## src/rtl/freq_gate_controller.sv

```systemverilog
`timescale 1ns/1ps
`default_nettype none
// ============================================================================
// Module      : freq_gate_controller
// Description : Measurement sequencer for the OLED frequency counter. Runs in
//               the reference clock domain and drives one measurement cycle of
//               the clk_x pulse counter: clear, settle, gate for an exact
//               number of reference cycles, settle, wait for done (with
//               timeout), latch the count and publish it to the display path
//               through a valid/ack handshake.
// Optional    : AUTORANGE_EN - three gate ranges (G, G/10, G/100) chosen
//               from the overflow/low-count history of previous measurements.
//               Undefined: fixed gate of GATE_CYCLES, range_out tied to 0.
// Ports       :
//   clk_ref_in          in   reference clock (only clock)
//   reset_in            in   synchronous active-high reset
//   run_in              in   level, 1 = continuous measurements
//   cnt_clear_out       out  clear request to the clk_x counter
//   cnt_gate_out        out  gate enable to the clk_x counter
//   cnt_done_in         in   counter value stable (already synchronized)
//   cnt_value_in        in   counter value, sampled with cnt_done_in
//   cnt_overflow_in     in   counter saturated, sampled with cnt_done_in
//   result_out          out  published count
//   result_overflow_out out  published overflow flag
//   result_valid_out    out  result available
//   result_ack_in       in   consumer has taken the result
//   range_out           out  gate range of the published measurement
//   busy_out            out  1 in every state except IDLE
//   timeout_out         out  sticky, last measurement timed out
// Revision    : 1.0 - initial release
// ============================================================================
module freq_gate_controller #(
  parameter int GATE_CYCLES    = 1000000,
  parameter int SETTLE_CYCLES  = 4,
  parameter int COUNT_W        = 32,
  parameter int TIMEOUT_CYCLES = 64
) (
  input  logic               clk_ref_in,
  input  logic               reset_in,
  input  logic               run_in,
  output logic               cnt_clear_out,
  output logic               cnt_gate_out,
  input  logic               cnt_done_in,
  input  logic [COUNT_W-1:0] cnt_value_in,
  input  logic               cnt_overflow_in,
  output logic [COUNT_W-1:0] result_out,
  output logic               result_overflow_out,
  output logic               result_valid_out,
  input  logic               result_ack_in,
  output logic [1:0]         range_out,
  output logic               busy_out,
  output logic               timeout_out
);

  localparam int c_MAX_CYC = (GATE_CYCLES > TIMEOUT_CYCLES) ? GATE_CYCLES : TIMEOUT_CYCLES;
  localparam int c_CNT_W   = $clog2(c_MAX_CYC + 1);

  // The shared counter is loaded with (duration - 1) on state entry and the
  // state is left on the cycle it reads zero.
  localparam logic [c_CNT_W-1:0] c_ONE        = c_CNT_W'(1);
  localparam logic [c_CNT_W-1:0] c_LD_CLEAR   = c_CNT_W'(1);
  localparam logic [c_CNT_W-1:0] c_LD_SETTLE  = c_CNT_W'(SETTLE_CYCLES - 1);
  localparam logic [c_CNT_W-1:0] c_LD_TIMEOUT = c_CNT_W'(TIMEOUT_CYCLES - 1);
  localparam logic [c_CNT_W-1:0] c_LD_GATE0   = c_CNT_W'(GATE_CYCLES - 1);
`ifdef AUTORANGE_EN
  localparam logic [c_CNT_W-1:0] c_LD_GATE1   = c_CNT_W'(GATE_CYCLES / 10 - 1);
  localparam logic [c_CNT_W-1:0] c_LD_GATE2   = c_CNT_W'(GATE_CYCLES / 100 - 1);
`endif

  typedef enum logic [2:0] {
    S_IDLE    = 3'd0,
    S_CLEAR   = 3'd1,
    S_PRE     = 3'd2,
    S_GATE    = 3'd3,
    S_POST    = 3'd4,
    S_WAIT    = 3'd5,
    S_PUBLISH = 3'd6
  } state_t;

  state_t               r_state;
  logic [c_CNT_W-1:0]   r_cnt;
  logic                 r_clear;
  logic                 r_gate;
  logic                 r_busy;
  logic                 r_valid;
  logic                 r_timeout;
  logic [COUNT_W-1:0]   r_result;
  logic                 r_result_ovf;
  logic [COUNT_W-1:0]   r_hold_value;
  logic                 r_hold_ovf;
  logic                 r_hold_to;

  logic [c_CNT_W-1:0]   w_gate_load;
  logic [COUNT_W-1:0]   w_lat_value;
  logic                 w_lat_ovf;
  logic                 w_cnt_zero;
  logic                 w_wait_exit;

  // A timeout latches a zero count without overflow.
  assign w_lat_value = cnt_done_in ? cnt_value_in : '0;
  assign w_lat_ovf   = cnt_done_in & cnt_overflow_in;
  assign w_cnt_zero  = (r_cnt == '0);
  assign w_wait_exit = cnt_done_in | w_cnt_zero;

`ifdef AUTORANGE_EN
  logic [1:0] r_range;       // range for the next gate
  logic [1:0] r_hold_range;  // range of the measurement waiting to publish
  logic [1:0] r_range_out;
  logic       w_discard;
  logic       w_shrink;

  assign w_discard = w_lat_ovf & (r_range != 2'd2);
  assign w_shrink  = ~w_lat_ovf & (w_lat_value < COUNT_W'(10)) & (r_range != 2'd0);
  assign range_out = r_range_out;

  always_comb begin
    w_gate_load = c_LD_GATE0;
    case (r_range)
      2'd1:    w_gate_load = c_LD_GATE1;
      2'd2:    w_gate_load = c_LD_GATE2;
      default: w_gate_load = c_LD_GATE0;
    endcase
  end
`else
  assign w_gate_load = c_LD_GATE0;
  assign range_out   = 2'd0;
`endif

  always_ff @(posedge clk_ref_in) begin
    if (reset_in) begin
      r_state      <= S_IDLE;
      r_cnt        <= '0;
      r_clear      <= 1'b0;
      r_gate       <= 1'b0;
      r_busy       <= 1'b0;
      r_valid      <= 1'b0;
      r_timeout    <= 1'b0;
      r_result     <= '0;
      r_result_ovf <= 1'b0;
      r_hold_value <= '0;
      r_hold_ovf   <= 1'b0;
      r_hold_to    <= 1'b0;
`ifdef AUTORANGE_EN
      r_range      <= 2'd0;
      r_hold_range <= 2'd0;
      r_range_out  <= 2'd0;
`endif
    end else begin
      if (!w_cnt_zero) begin
        r_cnt <= r_cnt - c_ONE;
      end

      // Ack is honoured outside PUBLISH only; PUBLISH below re-asserts valid.
      if (result_ack_in && (r_state != S_PUBLISH)) begin
        r_valid <= 1'b0;
      end

      case (r_state)
        S_IDLE: begin
          if (run_in) begin
            r_state <= S_CLEAR;
            r_clear <= 1'b1;
            r_busy  <= 1'b1;
            r_cnt   <= c_LD_CLEAR;
          end
        end

        S_CLEAR: begin
          if (w_cnt_zero) begin
            r_state <= S_PRE;
            r_clear <= 1'b0;
            r_cnt   <= c_LD_SETTLE;
          end
        end

        S_PRE: begin
          if (w_cnt_zero) begin
            r_state <= S_GATE;
            r_gate  <= 1'b1;
            r_cnt   <= w_gate_load;
          end
        end

        S_GATE: begin
          if (w_cnt_zero) begin
            r_state <= S_POST;
            r_gate  <= 1'b0;
            r_cnt   <= c_LD_SETTLE;
          end
        end

        S_POST: begin
          if (w_cnt_zero) begin
            r_state <= S_WAIT;
            r_cnt   <= c_LD_TIMEOUT;
          end
        end

        S_WAIT: begin
          // done on the last timeout cycle still counts as a good result
          if (w_wait_exit) begin
            r_hold_value <= w_lat_value;
            r_hold_ovf   <= w_lat_ovf;
            r_hold_to    <= ~cnt_done_in;
            if (!cnt_done_in) begin
              r_timeout <= 1'b1;
            end
            r_state <= S_PUBLISH;
`ifdef AUTORANGE_EN
            r_hold_range <= r_range;
            if (w_discard) begin
              // overflowed on a wide gate: retry narrower without publishing
              r_range <= r_range + 2'd1;
              r_state <= S_CLEAR;
              r_clear <= 1'b1;
              r_cnt   <= c_LD_CLEAR;
            end else if (w_shrink) begin
              r_range <= r_range - 2'd1;
            end
`endif
          end
        end

        S_PUBLISH: begin
          r_result     <= r_hold_value;
          r_result_ovf <= r_hold_ovf;
          r_valid      <= 1'b1;
          if (!r_hold_to) begin
            r_timeout <= 1'b0;
          end
`ifdef AUTORANGE_EN
          r_range_out <= r_hold_range;
`endif
          if (run_in) begin
            r_state <= S_CLEAR;
            r_clear <= 1'b1;
            r_cnt   <= c_LD_CLEAR;
          end else begin
            r_state <= S_IDLE;
            r_busy  <= 1'b0;
          end
        end

        default: begin
          r_state <= S_IDLE;
          r_clear <= 1'b0;
          r_gate  <= 1'b0;
          r_busy  <= 1'b0;
        end
      endcase
    end
  end

  assign cnt_clear_out       = r_clear;
  assign cnt_gate_out        = r_gate;
  assign busy_out            = r_busy;
  assign result_valid_out    = r_valid;
  assign timeout_out         = r_timeout;
  assign result_out          = r_result;
  assign result_overflow_out = r_result_ovf;

endmodule
`default_nettype wire

```

## config.mk

```make
export PLATFORM = sky130hd
export DESIGN_NAME = freq_gate_controller
export DESIGN_NICKNAME = d
export VERILOG_FILES = /design/src/rtl/freq_gate_controller.sv
export SDC_FILE = /design/constraint.sdc
export NUM_CORES = 1
export LEC_CHECK = 0
export BUFFER_PORTS_ARGS = -buffer_cell sky130_fd_sc_hd__buf_2
export CAP_MARGIN = 20
export CORE_ASPECT_RATIO = 0.8
export CORE_MARGIN = 8
export CORE_UTILIZATION = 48
export DETAILED_ROUTE_END_ITERATION = 6
export PLACE_DENSITY = 0.83
export SKIP_LAST_GASP = 1
export SLEW_MARGIN = 5
export SYNTH_ARGS = -nofsm -noshare
export SYNTH_HDL_FRONTEND = slang
export SYNTH_SLANG_ARGS = --single-unit
```

## constraint.sdc

```tcl
create_clock -name clk_ref_in -period 2.4 [get_ports clk_ref_in]
set_input_delay 0.24 -clock clk_ref_in [delete_from_list [all_inputs] [get_ports clk_ref_in]]
set_output_delay 0.24 -clock clk_ref_in [all_outputs]
set_load 0.01 [all_outputs]
```

# Word level (Yosys, flattened, before mapping)
# Cells that the tools add are included.
[totals] register_bits=95 inputBits=38 word_cells=80
[classes] addsub=1 eq_ne=17 n_mux=28 bitwise=6 n_reduce_logical=16
[op_table] cell="20-bit 2-to-1 mux" count=5
[op_table] cell="20-bit one-hot mux with 4 select lines" count=1
[op_table] cell="32-bit 2-to-1 mux" count=1
[op_table] cell="3-bit one-hot mux with 7 select lines" count=1
[op_table] cell="20-bit zero test" count=1
[op_table] cell="20-bit by 1-bit subtractor with 20-bit output, second input constant" count=1
[op_table] cell="3-bit 2-to-1 mux" count=6
[op_table] cell="2-bit != test, second input constant" count=9
[op_table] cell="1-bit 2-to-1 mux" count=10
[op_table] cell="5-bit OR reduction" count=2
[op_table] cell="3-bit == test, second input constant" count=3
[op_table] cell="1-bit one-hot mux with 3 select lines" count=3
[op_table] cell="3-bit AND reduction" count=3
[op_table] cell="3-bit by 2-bit == test with 1-bit output, second input constant" count=2
[op_table] cell="6-bit AND reduction" count=1
[op_table] cell="1-bit NOT" count=4
[op_table] cell="4-bit AND reduction" count=1
[op_table] cell="2-bit nonzero test" count=2
[op_table] cell="2-bit OR reduction" count=2
[op_table] cell="4-bit OR reduction" count=1
[op_table] cell="3-bit by 1-bit == test with 1-bit output, second input constant" count=1
[op_table] cell="3-bit zero test" count=1
[op_table] cell="3-bit != test, second input constant" count=1
[op_table] cell="2-bit by 1-bit != test with 1-bit output, second input constant" count=1
[op_table] cell="other kinds (5)" count=5

# Longest topological paths before layout
[logic_depth] depth_word=4 ltp_mapped=10 mapped_depth_nobuf=9

# Worst setup path after synthesis
# Ideal clock, no wire load.
[synth_path] path_type="reg-to-reg" start="register r_cnt[0]" end="register r_cnt[0]" arrival_time_ns=2.297 required_ns=2.314 slack_ns=0.017 stages_incl_launch_ff=11 cell_sequence="dfxtp_1 > inv_1 > ha_1 > or4b_4 > or4_4 > nor2_8 > inv_4 > buf_6 > ha_1 > a21oi_1 > a211oi_1"
[synth_via] elab_chain_len=4
[synth_lines] element="from (decl)" line_no="81" text="logic [c_CNT_W-1:0] r_cnt;"
[synth_lines] element="from (signal assigned)" line_no="150" text="r_cnt <= r_cnt - c_ONE;"
[synth_lines] element="from (signal assigned)" line_no="164" text="r_cnt <= c_LD_CLEAR;"
[synth_lines] element="from (signal assigned)" line_no="172" text="r_cnt <= c_LD_SETTLE;"
[synth_lines] element="20-bit by 1-bit subtractor with 20-bit output or 20-bit zero test (tied branches)" line_no="150, 102"
[synth_lines] element="20-bit 2-to-1 mux" line_no="149" text="if (!w_cnt_zero) begin"
[synth_lines] element="20-bit 2-to-1 mux (on tied branches)"
[synth_lines] element="20-bit one-hot mux with 4 select lines (*)" line_no="158" text="case (r_state)"
# Mark *: on every way between the ends. The rest lies on a longest branch, timed or not.
# A chain may end at the register's enable or synchronous reset.

# Worst setup path in the final report
[layout_path] start="register r_cnt[11]" end="register r_cnt[0]"
[layout_via] elab_chain_len=4
[layout_lines] element="20-bit zero test (*)" line_no="102" text="assign w_cnt_zero = (r_cnt == '0);"
[layout_lines] element="20-bit 2-to-1 mux" line_no="149"
[layout_lines] element="20-bit 2-to-1 mux (on tied branches)"
[layout_lines] element="20-bit one-hot mux with 4 select lines (*)" line_no="158"
# Marked as above.

==> summary.txt <==
status: complete, no violations
top_reg_cell synth: dfxtp_1
Slew HR: 0.6063
synth warn: 0
io pins: 78
row cnt: 28
Syn Area/Cell: 9.150 µm²
Die X: 113.5 µm
Power per Cell Area: 1038 nW/µm²
Setup WS pre-CTS: -0.01184 ns
CTS root buf: clkbuf_8
DRC violations left: 0
maxcap violations: 0
most frequent cell after synthesis: dfxtp_1
Tot GR Track Use: 0.1685
Die Area: 10,670 µm²
drt total wl: 9199 µm
routability cong.: 0.8312
Lkg Pwr: 0.001773 µW
worst setup margin: 0.08341 ns
CP Class: reg -> reg
fin area: 4415 µm²
port bufs: 75
post-synthesis sequential area ratio: 0.5209
final period utilization: 0.9652
setup bufs post-CTS: 0
largest cells by area after synthesis: dfxtp_1 52%, nand2_1 8.0%, a22o_1 7.9%
vias in the first global route: 3,190
total CTS buffers: 9
worst reg-to-reg path cell count: 7
clock-pin slew on the worst setup and hold paths: 0.10 ns
Final Max Tran Viols: 0
critical-path maximum fanout: 10
met1 Use GR: 0.2102
number of synthesized register bits: 95
Hold WC Path Type: in -> reg
starting density of the core: 0.4939
cells along the critical path: or4_4, or4_4, nor2_8, inv_4, ha_1, a21oi_1, a211oi_1
EDFF count, synth: 0
most used routing layer: met2
DR WL/cell: 15.70 µm
slowest CP cell: or4_4
synth unique cells: 49
crit end category: flop
R2R Setup Slk: 0.08 ns
hold path endpoint: r_hold_value[25]
Worst Path Required: 2.67 ns
worst skew pair latency: 0.36 ns
Setup Skew: 0.01158 ns
die extent in y: 94.01 µm
clk sinks: 95
total power draw: 4585 µW
Hold Path Origin: cnt_value_in[25]
Peak VDD IR: 0.0005698 V
hold depth: 2
Synth Cell Area: 3651 µm²
final setup vio count: 0
Post-Syn Instances: 399
GRT met3 Usage: 0.05267
Nets: 518
Vias: 3,247
R2R Path Start: r_cnt[11]
total grt overflow: 0
slowest stage delay, CP: 0.58 ns
largest net degree at the start of global routing: 40
most frequent cells after synthesis: 95 x dfxtp_1, 78 x nand2_1, 48 x a21oi_1
Post-DP Area: 4187 µm²
H-tree depth: 3
FFs w/ async S/R, synth: 0
final number of hold-violating endpoints: 0
# diodes: 0
met2 Usage GRT: 0.2655
post-DP HPWL: 6324 µm
DRT iter0 DRCs: 187
share of cells above drive strength 1: 0.2516
worst-margin pin slew: 0.5756 ns
r2r endpoint: r_cnt[0]
Vias/cell: 5.541
router iterations before antenna repair: 4
CTS tree: built
sum of buffers and inverters on the critical path: 1
clk buf depth: 2
Period minus WS final: 2.317 ns
initial antenna violation count: 0
Synth top area share: 0.5209
Final ANT Viol Nets: 0
synthesis-to-finish area growth: 20.94%
FMAX: 0.4317 GHz
Startpoint Class: flop
area of the core: 7392 µm²
cell taking the most area after synthesis: dfxtp_1
Crit path arrival time: 2.59 ns
first-pass GRT wire length: 14,720 µm
CP dominant cell by count: or4_4
RSZ-0062 raised after global routing: false
Top delay family on crit path: simple AND/OR/NAND/NOR gates
[sequential cells by signal, indices dropped and copies added (netlist names), 3 cells and up]
name and cells:
r_state 3, r_cnt 20, r_hold_value 32, result_out 32
[kinds of logic (layout without fill, tap and decap cells)]
group	after synthesis	in the layout	share of synthesized area
and+or+nand+nor	136	136	0.1755
adders and majority gates	3	3	0.01028
DFF	95	95	0.5209
buffers and inverters	31	112	0.03769
AOI/OAI and AO/OA	123	123	0.2306
xor gates and xnor gates	10	10	0.02399
other	1	2	0.001027
[area by class of cell]
class | instances | area (µm²)
Timing Repair Buffer | 92 | 523.0
Clock buffer | 9 | 123.9
Clock inverter | 6 | 67.56
Fill cell | 668 | 2977
Tap cell | 105 | 131.4
Inverter | 5 | 21.27
Multi-Input combinational cell | 274 | 1647
Sequential cell | 95 | 1902
[worst max-delay path by stage]
stage,start,to,depth (start not counted)
floorplan,r_cnt[0],r_cnt[0],10
global placement,r_cnt[0],r_cnt[5],8
detailed placement,r_cnt[0],r_cnt[3],8
CTS,r_cnt[0],r_hold_value[1],8
global route,r_cnt[0],r_cnt[0],9
finish,r_cnt[11],r_cnt[0],7
[through the flow]
stage	TNS [ns]	util	instances	hold WS, ns
after global routing	0	0.5973	586	0.07396
after detailed placement	-0.01184	0.5664	570	0.4448
after CTS	0	0.5931	585	0.07095
after global placement	0	0.5664	570	0.4399
final	0	0.5973	586	0.08495
after floorplan	0	-	400	0.3366
[layer usage]
| metal | part of all wire | vias up |
|---|---|---|
| li1 | - | 1581 |
| met1 | 0.43 | 1548 |
| met2 | 0.48 | 99 |
| met3 | 0.066 | 19 |
| met4 | 0.019 | 0 |
| met5 | 0 | - |
[what timing repair did]
action                                  in CTS  in global routing
cloned                                       0                  0
resized for setup                            1                  3
endpoints found under the setup margin       3                 38
pin swaps                                    0                  1
hold buffers                                 0                  0
[cell usage in the layout (no fill, tap or decap), types with 5 or more instances in the layout]
cell       instances
buf_4             15
buf_2             75
o21ai_0            7
nor2_1            17
a2111oi_0          5
dfxtp_1           95
xnor2_1           10
a21oi_1           47
nand2_1           78
a211oi_1          14
a22o_1            33
nor3_1             8
clkbuf_8           9
[power breakdown]
group          leakage (µW)  switching, µW  total, µW  internal (µW)
registers          0.000768            159       1870           1710
logic              0.000913            962       1680            714
clock network     0.0000921            555       1040            482
total               0.00177           1680       4580           2910
Note: power is estimated with default switching activity, not from simulation.
